--- config.mk ---
export PLATFORM = sky130hd
export DESIGN_NAME = par_to_ser_lanes_flat
export DESIGN_NICKNAME = d
export VERILOG_FILES = /design/src/rtl/par_to_ser_lanes_pkg.sv /design/src/rtl/par_to_ser_lanes_if.sv /design/src/rtl/par_to_ser_lanes_hold_buf.sv /design/src/rtl/par_to_ser_lanes.sv /design/src/flat_wrapper.sv
export SDC_FILE = /design/constraint.sdc
export NUM_CORES = 1
export LEC_CHECK = 0
export ABC_CLOCK_PERIOD_IN_PS = 2350
export BUFFER_PORTS_ARGS = -buffer_cell sky130_fd_sc_hd__buf_2
export CAP_MARGIN = 20
export CORE_UTILIZATION = 40
export CTS_CLUSTER_SIZE = 16
export DETAILED_ROUTE_END_ITERATION = 12
export REMOVE_ABC_BUFFERS = 1
export SLEW_MARGIN = 20
export SYNTH_ARGS = -nofsm -noshare
export SYNTH_HDL_FRONTEND = slang
export SYNTH_SLANG_ARGS = --single-unit
--- constraint.sdc ---
create_clock -name clk -period 2.35 [get_ports clk]
set_input_delay 0.47 -clock clk [delete_from_list [all_inputs] [get_ports clk]]
set_output_delay 0.47 -clock clk [all_outputs]
set_load 0.02 [all_outputs]
--- src/rtl/par_to_ser_lanes_pkg.sv ---
// Shared helpers for the parallel-to-serial lane converter.
package p2s_pkg;

  // Number of serial beats needed to send one word.
  function automatic int p2s_beats(int n, int l);
    return n / l;
  endfunction

  // Width of the beat counter; never narrower than one bit.
  function automatic int p2s_cnt_w(int beats);
    return (beats > 1) ? $clog2(beats) : 1;
  endfunction

  // A lane must be non-empty and tile the word exactly.
  function automatic bit p2s_legal(int n, int l);
    return (l > 0) && (n >= l) && ((n % l) == 0);
  endfunction

endpackage

--- src/rtl/par_to_ser_lanes_if.sv ---
// Word-side and serial-side handshake bundle.
interface par_to_ser_lanes_if #(
  parameter int N = 8,
  parameter int L = 1
);
  logic [N-1:0] par_data;
  logic         par_valid;
  logic         par_ready;
  logic [L-1:0] ser_data;
  logic         ser_valid;
  logic         ser_ready;
  logic         ser_last;

  // Environment view: drives words in and accepts beats out.
  modport master (
    output par_data, par_valid, ser_ready,
    input  par_ready, ser_data, ser_valid, ser_last
  );

  // Converter view.
  modport slave (
    input  par_data, par_valid, ser_ready,
    output par_ready, ser_data, ser_valid, ser_last
  );
endinterface

--- src/rtl/par_to_ser_lanes_hold_buf.sv ---
// One-entry holding register so a word can wait while the shifter drains.
module p2s_hold_buf #(
  parameter int W = 8
) (
  input  logic         clk,
  input  logic         rst,
  input  logic         load,
  input  logic         unload,
  input  logic [W-1:0] din,
  output logic [W-1:0] dout,
  output logic         vld
);

  // load and unload never coincide: load needs the buffer empty, unload needs it full.
  always_ff @(posedge clk or posedge rst) begin
    if (rst) begin
      dout <= '0;
      vld  <= 1'b0;
    end else if (load) begin
      dout <= din;
      vld  <= 1'b1;
    end else if (unload) begin
      vld  <= 1'b0;
    end
  end

endmodule

--- src/rtl/par_to_ser_lanes.sv ---
// Parallel-to-serial converter: N-bit words out as N/L lanes of L bits.
module par_to_ser_lanes
  import p2s_pkg::*;
#(
  parameter int N         = 8,
  parameter int L         = 1,
  parameter int MSB_FIRST = 1,
  parameter int CNT_W     = 16
) (
  input  logic               clk,
  input  logic               rst,
  par_to_ser_lanes_if.slave  bus,
  output logic [CNT_W-1:0]   word_cnt
);

  localparam int             BEATS    = p2s_beats(N, L);
  localparam int             CW       = p2s_cnt_w(BEATS);
  localparam logic [CW-1:0]  LAST_CNT = CW'(BEATS - 1);

  if (!p2s_legal(N, L)) begin : g_bad_cfg
    $error("par_to_ser_lanes: N must be a positive multiple of L");
  end

  logic [N-1:0]  sh, shifted, hold_data, load_word;
  logic [L-1:0]  lane;
  logic [CW-1:0] cnt;
  logic          busy, hold_v;
  logic          accept, xfer, last_xfer, free;
  logic          to_hold, from_hold, load;

  // Output end of the shifter and the shift direction follow bit order.
  if (MSB_FIRST != 0) begin : g_msb
    assign lane    = sh[N-1 -: L];
    assign shifted = sh << L;
  end else begin : g_lsb
    assign lane    = sh[L-1:0];
    assign shifted = sh >> L;
  end

  assign bus.par_ready = !hold_v && !rst;
  assign bus.ser_valid = busy;
  assign bus.ser_data  = busy ? lane : '0;
  assign bus.ser_last  = busy && (cnt == LAST_CNT);

  assign accept    = bus.par_valid && bus.par_ready;
  assign xfer      = busy && bus.ser_ready;
  assign last_xfer = xfer && (cnt == LAST_CNT);
  // Shifter can take a new word at this edge if idle or finishing its last beat.
  assign free      = !busy || last_xfer;
  assign to_hold   = accept && !free;
  assign from_hold = free && hold_v;
  // accept implies hold empty, so a direct load and a hold unload are exclusive.
  assign load      = from_hold || (accept && free);
  assign load_word = hold_v ? hold_data : bus.par_data;

  p2s_hold_buf #(.W(N)) u_hold (
    .clk    (clk),
    .rst    (rst),
    .load   (to_hold),
    .unload (from_hold),
    .din    (bus.par_data),
    .dout   (hold_data),
    .vld    (hold_v)
  );

  // Shifter, beat counter and completed-word counter.
  always_ff @(posedge clk or posedge rst) begin
    if (rst) begin
      sh       <= '0;
      cnt      <= '0;
      busy     <= 1'b0;
      word_cnt <= '0;
    end else begin
      if (load) begin
        sh   <= load_word;
        cnt  <= '0;
        busy <= 1'b1;
      end else if (xfer) begin
        sh <= shifted;
        if (last_xfer) begin
          cnt  <= '0;
          busy <= 1'b0;
        end else begin
          cnt <= cnt + 1'b1;
        end
      end
      if (last_xfer)
        word_cnt <= word_cnt + 1'b1;
    end
  end

endmodule
--- src/flat_wrapper.sv ---
// flat-port wrapper written by rule: the top's interface ports become plain ports
module par_to_ser_lanes_flat import p2s_pkg::*;
#(
  parameter int N         = 8,
  parameter int L         = 1,
  parameter int MSB_FIRST = 1,
  parameter int CNT_W     = 16
)
  (clk, rst, word_cnt, bus_par_data, bus_par_valid, bus_ser_ready, bus_par_ready, bus_ser_data, bus_ser_valid, bus_ser_last);
  par_to_ser_lanes_if #(.N(N), .L(L)) bus_i ();
  input  logic clk;
  input  logic rst;
  output logic [CNT_W-1:0] word_cnt;
  input wire logic [$bits(bus_i.par_data)-1:0] bus_par_data;
  input wire logic [$bits(bus_i.par_valid)-1:0] bus_par_valid;
  input wire logic [$bits(bus_i.ser_ready)-1:0] bus_ser_ready;
  output wire logic [$bits(bus_i.par_ready)-1:0] bus_par_ready;
  output wire logic [$bits(bus_i.ser_data)-1:0] bus_ser_data;
  output wire logic [$bits(bus_i.ser_valid)-1:0] bus_ser_valid;
  output wire logic [$bits(bus_i.ser_last)-1:0] bus_ser_last;
  assign bus_i.par_data = bus_par_data;
  assign bus_i.par_valid = bus_par_valid;
  assign bus_i.ser_ready = bus_ser_ready;
  assign bus_par_ready = bus_i.par_ready;
  assign bus_ser_data = bus_i.ser_data;
  assign bus_ser_valid = bus_i.ser_valid;
  assign bus_ser_last = bus_i.ser_last;
  par_to_ser_lanes #(.N(N), .L(L), .MSB_FIRST(MSB_FIRST), .CNT_W(CNT_W)) u_core (.clk(clk), .rst(rst), .bus(bus_i), .word_cnt(word_cnt));
endmodule
Yosys cells after proc, flatten, opt, wreduce, memory -nomap -nowiden --
Cells that the tools add are included.
Cells by class: muxes and demuxes 12, reduce and logical (&&, ||, !) cells 18, $add $sub $neg 2, equal/unequal tests 1
Operator list (number):
- $mux 8 | 3
- $add 16x1->16 const B | 1
- $mux 3 | 3
- $logic_and 1x1->1 | 8
- $mux 1 | 6
- $reduce_bool 2->1 | 3
- $logic_not 1->1 | 4
- $add 3x1->3 const B | 1
- $eq 3x3->1 const B | 1
- $logic_or 1x1->1 | 2
- $reduce_and 2->1 | 1
Storage, ports and cells: logic and storage cells 39, output and inout port bits 20, input port bits 12, register bits after elaboration 37

Depth between registers and ports, before layout --
Gate-level depths: netlist of the first run.
depth after elaboration 7, mapped depth 8, gate-level depth less buffers 6

Modules after synthesis --
From an unflattened synthesis of the first run, not the netlist that was laid out.
Unflattened totals: cell total of the unflattened synthesis 163, area, all modules 1791.7 µm²
By module, submodules not included:
- par_to_ser_lanes | area an instance 1418.9 µm², seq. area each 700.7 µm², cells each 142, times used 1
- p2s_hold_buf | area an instance 372.9 µm², seq. area each 225.2 µm², cells each 21, times used 1

Least setup slack after synthesis of the first run --
OpenSTA, ideal clock, no wires.
kind reg2reg, from reg u_core.cnt[0], to reg u_core.u_hold.dout[0], setup time 125 ps, period minus slack after synthesis 1949 ps, setup slack 401 ps, path buffers 1, data arrival time 1824 ps, required time 2225 ps, cell stages (with the launch flop) 7, path through dfrtp_1 ha_1 ha_1 a21bo_4 or3b_1 buf_6 mux2_4
Between the ends: cells in the longest elaborated chain, start to end 5
Ends and longest elaborated chain:
- start, declared | RTL line par_to_ser_lanes.sv:26 | logic [CW-1:0] cnt;
- start signal, assigned | RTL line par_to_ser_lanes.sv:84 | cnt <= cnt + 1'b1;
- $eq 3x3->1 | RTL line par_to_ser_lanes.sv:47 | assign last_xfer = xfer && (cnt == LAST_CNT);
- $logic_and 1x1->1 | RTL line par_to_ser_lanes.sv:47
- $logic_or 1x1->1 | RTL line par_to_ser_lanes.sv:49 | assign free = !busy || last_xfer;
- $logic_not 1->1 | RTL line par_to_ser_lanes.sv:50 | assign to_hold = accept && !free;
- $logic_and 1x1->1 | RTL line par_to_ser_lanes.sv:50
- end signal, assigned | RTL line par_to_ser_lanes_hold_buf.sv:20 | dout <= din;
- end, declared | RTL line par_to_ser_lanes_hold_buf.sv:10 | output logic [W-1:0] dout,
No other way between the ends. A chain may end at the register's enable or synchronous reset.

Final worst setup path of the first run --
from reg u_core.cnt[0], to reg u_core.u_hold.dout[4]
Same word-level chain as after synthesis.

==> results.json, run 1 <==
{
  "drt_first_pass_iters": 4,
  "critPathTopFamily": "simple AND/OR/NAND/NOR gates",
  "worst_pin_slew_ps": 718.1,
  "synthCells": 154,
  "r2r_start": "u_core.cnt[0]$_DFFE_PP0P_",
  "slew_headroom_pct": 52.12,
  "die_h_um": 68.06,
  "slew_violations": 0,
  "comb_power_share_pct": 24.1,
  "rows": 23,
  "portBuffers": 31,
  "hpwl_um": 2226,
  "nNetsFinal": 200,
  "post_cts_resized": 0,
  "maxCapViolCount": 0,
  "p_switching_mw": 0.5298,
  "powerDensity_nw_per_um2": 881.3,
  "yosys-top-cells-count": "dfrtp_1, nand2_1, xnor2_1",
  "ys_async_sr_fraction_pct": 100.0,
  "synth_top_flop_cell": "dfrtp_1",
  "cts_tree": "built",
  "regToRegEndpoint": "u_core.u_hold.dout[4]$_DFFE_PP0P_",
  "overflow": 0,
  "clk_pin_slew_worst_paths_ps": 70,
  "start_util_pct": 42.71,
  "worst_skew_pair.late_latency_ps": 280,
  "critPathMostFrequentCell": "ha_1",
  "crit_cells": 5,
  "switching_share_pct": 29.99,
  "grt.total_usage_pct": 15.80,
  "ant_nets": 0,
  "sequentialPowerShare_pct": 53.3,
  "path_class": "reg2reg",
  "syn_avg_cell_area_um2": 11.33,
  "worst-path-buf-inv": 0,
  "via_per_inst": 5.162,
  "rsz0062_at_grt": "false",
  "area_growth_pct": 14.84,
  "fin_skew_ps": 6.007,
  "ys_seq_area_share_pct": 53.05,
  "placed_cells": 228,
  "ys_warn_count": 0,
  "worstSetupEndpointType": "flip-flop",
  "wirelength_um": 3083,
  "dieArea_um2": 4631,
  "startpoint_type": "flip-flop",
  "synth.distinct_cells": 32,
  "hold_class": "in2async",
  "cp-startpoint": "u_core.cnt[0]$_DFFE_PP0P_",
  "postCtsSetupBuffers": 0,
  "ctsHoldBuffers": 0,
  "yosysMostFrequentCell": "dfrtp_1",
  "synth.cell_area_um2": 1745,
  "synth_edf_count": 0,
  "core_area_um2": 4086,
  "drive_gt1_share_pct": 28.80,
  "cp.required_ps": 2510,
  "crit_chain": "ha_1 > ha_1 > a21bo_4 > or3b_1 > mux2_4",
  "fin_crit_sh_pct": 92.39,
  "reg2reg_depth": 5,
  "total_power_mw": 1.767,
  "rrSetupSlack_ps": 180,
  "n_antenna_cell": 0,
  "ys_ff_latch": 37,
  "crit_arrival_ps": 2330,
  "fmax_ghz": 0.4606,
  "cts-buffers-inserted": 5,
  "die_width_um": 68.06,
  "place_ws_ps": 172.7,
  "grt_pass1_vias": 1171,
  "p_int_mw": 1.237,
  "drc_errors": 0,
  "antenna_found_initial": 0,
  "grt_max_degree": 38,
  "crit_end": "u_core.u_hold.dout[4]$_DFFE_PP0P_",
  "synth.top_cell.area_share_pct": 53.05,
  "vdd_drop_max_uv": 486.2,
  "finalSetupTns_ps": 0,
  "cp_slowest_stage_delay_ps": 600,
  "p_leak_nw": 1.005,
  "cts_sinks": 37,
  "min_period_ps": 2171,
  "drtIter0Drc": 65,
  "cts-root-buf": "clkbuf_8",
  "yosysTopAreaCell": "dfrtp_1",
  "slowest_stage": "or3b_1",
  "crit_fanout": 8,
  "netlist_top_cells_area": "dfrtp_1, mux2_4, xnor2_1",
  "cts_htree_levels": 2,
  "status": "completed",
  "drt-wirelength-per-cell_um": 13.18,
  "place.gp.congestion": 0.7485,
  "layout_setup_ws_ps": 178.8,
  "clockBufferDepth": 2,
  "ios": 32,
  "finalNonFillerCells": 234,
  "setup_viol": 0,
  "via_count": 1208,
  "grt_pass1_wl_um": 5319,
  "hold_viol": 0,
  "clockPowerShare_pct": 22.6
}
-- final cells by class --
type / count / area, µm²
fillers: 369 / 2082
repair buffers: 32 / 162.7
flip-flops and latches: 37 / 925.9
inverters: 2 / 7.507
multi-input cells: 107 / 772.0
clock buffers: 5 / 68.82
clock inverters: 1 / 5.005
well taps: 50 / 62.56
-- per-stage QoR --
stage               area [µm²]  hold slack [ps]  utilization [%]
finish                    2004            307.1            49.05
global route              2004            367.5            49.05
CTS                       2004            318.2            49.05
detailed placement        1931            479.7            47.24
global placement          1931            454.7            47.24
floorplan                 1705            468.7                -
-- registers in the layout, summed over array words and instances (netlist names) --
register and flops:
u_core.u_hold.dout 8, u_core.word_cnt 16, u_core.bus.ser_valid 1, u_core.cnt 3, u_core.sh 8, u_core.u_hold.vld 1
-- kinds of logic after synthesis --
family	count (synthesis)	synth area share (%)
AOI/OAI and AO/OA	20	8.674
xor gates and xnor gates	15	7.527
adders and majority gates	3	2.151
buffers and inverters	10	2.724
DFF	37	53.05
muxes	10	8.101
and+or+nand+nor	59	17.78
-- worst min-delay path, stage by stage --
cell and delay (ps):
buf_2 110, inv_1 50, buf_4 400
-- layer usage --
metal  global-route usage, %  vias to the layer above  share of wire, %  routed length (µm)
met5                       0                        -                 0                   0
met4                   5.469                        0               1.1                  33
met3                   5.000                        5               3.6                 111
met2                   26.47                       27                49                1500
met1                   18.95                      584                47                1438
li1                        -                      592                 -                   -
-- power groups by stage --
stage | logic, mW | registers (mW) | clock network [mW]
floorplan | 0.318 | 0.941 | 0
global placement | 0.414 | 0.946 | 0
detailed placement | 0.431 | 0.956 | 0
CTS | 0.433 | 0.944 | 0.417
global route | 0.478 | 0.972 | 0.445
finish | 0.426 | 0.942 | 0.399
-- worst min path at each step --
stage | startpoint | end
detailed placement | u_core.word_cnt[15]$_DFFE_PP0P_ | u_core.word_cnt[15]$_DFFE_PP0P_
global route | rst | u_core.sh[7]$_DFFE_PP0P_
CTS | rst | u_core.word_cnt[0]$_DFFE_PP0P_
global placement | u_core.word_cnt[15]$_DFFE_PP0P_ | u_core.word_cnt[15]$_DFFE_PP0P_
finish | rst | u_core.cnt[2]$_DFFE_PP0P_
floorplan | u_core.sh[0]$_DFFE_PP0P_ | u_core.sh[0]$_DFFE_PP0P_
-- layout by cell type (no fill, tap or decap), drive strengths merged, types with 5 or more instances in the layout --
master and count:
a31oi 7, buf 32, a211oi 7, dfrtp 37, xor2 5, nand4 6
mux2 9, xnor2 10, nor2b 9, nand2 19, clkbuf 5, nor2 8
(Power assumes the default switching activity.)
==> run 2, diff against run 1 <==
SYNTH_HIERARCHICAL = 1   (was default)
==> run 2 against run 1 <==
Core utilization is 2.1 points higher. Total power is 16% higher. Largest power group unchanged. Critical path depth is 1 lower. Register-to-register slack better by 300 ps. Sequential share of layout area is 2.5 points lower. Fmax is 11% higher. Final area is 5.7% higher. Sequential cell count stayed put. Synthesized area is 2.7% higher. Clock skew is 0.87 ps higher. Synthesized cell count is 5.8% higher. Count of clock-buffer cells in the layout stayed put.
==> results.json, run 2 <==
{
  "dieArea_um2": 4751,
  "ys_ff_latch": 37,
  "wirelength_um": 3117,
  "grt_max_degree": 29,
  "post_cts_resized": 0,
  "ys_async_sr_fraction_pct": 100.0,
  "fin_skew_ps": 6.875,
  "synth.top_cell.area_share_pct": 51.68,
  "yosysMostFrequentCell": "dfrtp_1",
  "drc_errors": 0,
  "min_period_ps": 1957,
  "syn_avg_cell_area_um2": 10.99,
  "yosysTopAreaCell": "dfrtp_1",
  "hold_class": "in2async",
  "grt_use_met1_pct": 18.25,
  "via_per_inst": 5.024,
  "setup_viol": 0,
  "synth_edf_count": 0,
  "placed_cells": 240,
  "ios": 32,
  "multi_input_area_um2": 808.3,
  "globalRouteMet3Util_pct": 3.947,
  "finalSetupTns_ps": 0,
  "top_regs": "u_core/word_cnt: 16 flops, u_core/sh: 8 flops, u_core/u_hold/dout: 8 flops",
  "cts_tree": "built",
  "slew_violations": 0,
  "hpwl_um": 2279,
  "layout_common_cells": "dfrtp_1, buf_2, nand2_1",
  "n_antenna_cell": 0,
  "path_class": "reg2out",
  "die_h_um": 68.93,
  "hold_ws_ps": 156.2,
  "synthCells": 163,
  "grt_use_met2_pct": 26.33,
  "maxCapViolCount": 0,
  "place.gp.congestion": 0.7104,
  "ant_nets": 0,
  "n_fill_cell": 393,
  "crit_chain": "ha_1 > ha_1 > and2_2 > buf_2",
  "finalNonFillerCells": 248,
  "portBuffers": 31,
  "synth_top_flop_cell": "dfrtp_1",
  "worst-path-buf-inv": 1,
  "yosys-top-cells-count": "dfrtp_1, nand2_1, xnor2_1",
  "worst_skew_pair.late_latency_ps": 290,
  "synth.distinct_cells": 34,
  "rsz0062_at_grt": "false",
  "critPathTopFamily": "adder cells",
  "grt_pass1_vias": 1190,
  "start_util_pct": 43.24,
  "ff_latch_area_um2": 925.9,
  "layout_commonest_cell": "dfrtp_1",
  "via_count": 1246,
  "netlist_top_cells_area": "dfrtp_1, xnor2_1, mux2_4",
  "synth.cell_area_um2": 1792,
  "cp_slowest_stage_delay_ps": 400,
  "antenna_found_initial": 0,
  "drive_gt1_share_pct": 29.80,
  "ys_warn_count": 6,
  "slew_headroom_pct": 60.68,
  "fin_crit_sh_pct": 83.28,
  "largest_register": "u_core/word_cnt",
  "clockBufferDepth": 2,
  "cp.required_ps": 1880,
  "p_leak_nw": 0.9960,
  "die_width_um": 68.93,
  "p_switching_mw": 0.5786,
  "status": "completed",
  "switching_share_pct": 28.20,
  "core_area_um2": 4144,
  "vdd_drop_max_uv": 502.6,
  "clk_pin_slew_worst_paths_ps": 80,
  "total_power_mw": 2.051,
  "drt_first_pass_iters": 4,
  "rrSetupSlack_ps": 480,
  "critPathMostFrequentCell": "ha_1",
  "postCtsSetupBuffers": 0,
  "worst_pin_slew_ps": 589.9,
  "crit_fanout": 7,
  "largest_reg_flops": 16,
  "p_int_mw": 1.473,
  "area_growth_pct": 18.30,
  "comb_power_share_pct": 22.1,
  "rows": 23,
  "nNetsFinal": 212,
  "cts-root-buf": "clkbuf_8",
  "overflow": 0,
  "powerDensity_nw_per_um2": 967.8,
  "drtIter0Drc": 45,
  "ctsHoldBuffers": 0,
  "r2r_start": "u_core/cnt[0]$_DFFE_PP0P_",
  "grt.total_usage_pct": 15.48,
  "crit_arrival_ps": 1490,
  "regToRegEndpoint": "u_core/u_hold/dout[4]$_DFFE_PP0P_",
  "reg2reg_depth": 6,
  "cts-buffers-inserted": 5,
  "drt-wirelength-per-cell_um": 12.57,
  "sequentialPowerShare_pct": 46.4,
  "worstSetupEndpointType": "output port",
  "cts_sinks": 37,
  "clockPowerShare_pct": 31.5,
  "startpoint_type": "flip-flop",
  "slowest_stage": "dfrtp_1",
  "hold_viol": 0,
  "grt_most_used_layer": "met2",
  "ys_seq_area_share_pct": 51.68,
  "cts_htree_levels": 2,
  "fmax_ghz": 0.5110,
  "grt_pass1_wl_um": 5313
}
[run 2: cell types whose count changed in the layout (fill, tap and decap cells not counted), moves of 3 or more]
cell / change
nand2_1: +6
xnor2_1: +4
xor2_1: -4
inv_1: +3
nand3_1: +3
[run 2: final cells by class]
| class | count | share of cell area, % |
|---|---|---|
| clock buffers | 5 | 3.247 |
| clock inverters | 3 | 3.070 |
| inverters | 5 | 0.8855 |
| multi-input cells | 115 | 38.13 |
| flip-flops and latches | 37 | 43.68 |
| well taps | 50 | 2.952 |
| repair buffers | 33 | 8.028 |
[run 2: worst max path at each step]
stage                     slack [ps]                                end                       from  depth (start not counted)
after floorplan                  230  u_core/u_hold/dout[0]$_DFFE_PP0P_  u_core/cnt[0]$_DFFE_PP0P_                          5
after global placement           530  u_core/u_hold/dout[0]$_DFFE_PP0P_  u_core/cnt[0]$_DFFE_PP0P_                          6
after detailed placement         500  u_core/u_hold/dout[4]$_DFFE_PP0P_  u_core/cnt[0]$_DFFE_PP0P_                          6
after CTS                        360                       bus_ser_last  u_core/cnt[0]$_DFFE_PP0P_                          4
after global routing             310                       bus_ser_last  u_core/cnt[0]$_DFFE_PP0P_                          4
final                            390                       bus_ser_last  u_core/cnt[0]$_DFFE_PP0P_                          4
[run 2: worst reg2reg max path, cell delays in order, from the launching register on]
cell and delay, ps:
dfrtp_1 400, ha_1 200, ha_1 250, a21bo_2 250, nor2_1 110, buf_4 210, mux2_4 320
[run 2: cells by family after synthesis]
group | after synthesis | share of synthesized area, %
xor gates and xnor gates | 15 | 7.333
adders and majority gates | 3 | 2.095
DFF | 37 | 51.68
buffers and inverters | 11 | 3.212
AOI/OAI and AO/OA | 21 | 8.030
muxes | 10 | 7.891
and+or+nand+nor | 66 | 19.76
[run 2: power groups by stage]
stage	clock network [mW]	logic (mW)	registers [mW]
finish	0.646	0.454	0.951
global route	0.690	0.514	0.978
CTS	0.669	0.461	0.951
detailed placement	0	0.456	0.963
global placement	0	0.442	0.954
floorplan	0	0.341	0.948
[run 2: per-stage QoR]
step / util (%) / instance area, µm² / setup WS [ps]
3_5_place_dp: 47.92 / 1986 / 500.9
5_1_grt: 51.15 / 2120 / 311.6
2_1_floorplan: - / 1753 / 225.1
4_1_cts: 51.15 / 2120 / 363.0
6_report: 51.15 / 2120 / 393.0
3_3_place_gp: 47.92 / 1986 / 532.1
[run 2: per-layer routing]
layer	share of wire [%]	wire length [µm]	up-vias
li1	-	-	629
met1	48	1488	580
met2	46	1449	32
met3	4.5	140	5
met4	1.2	38	0
met5	0	0	-
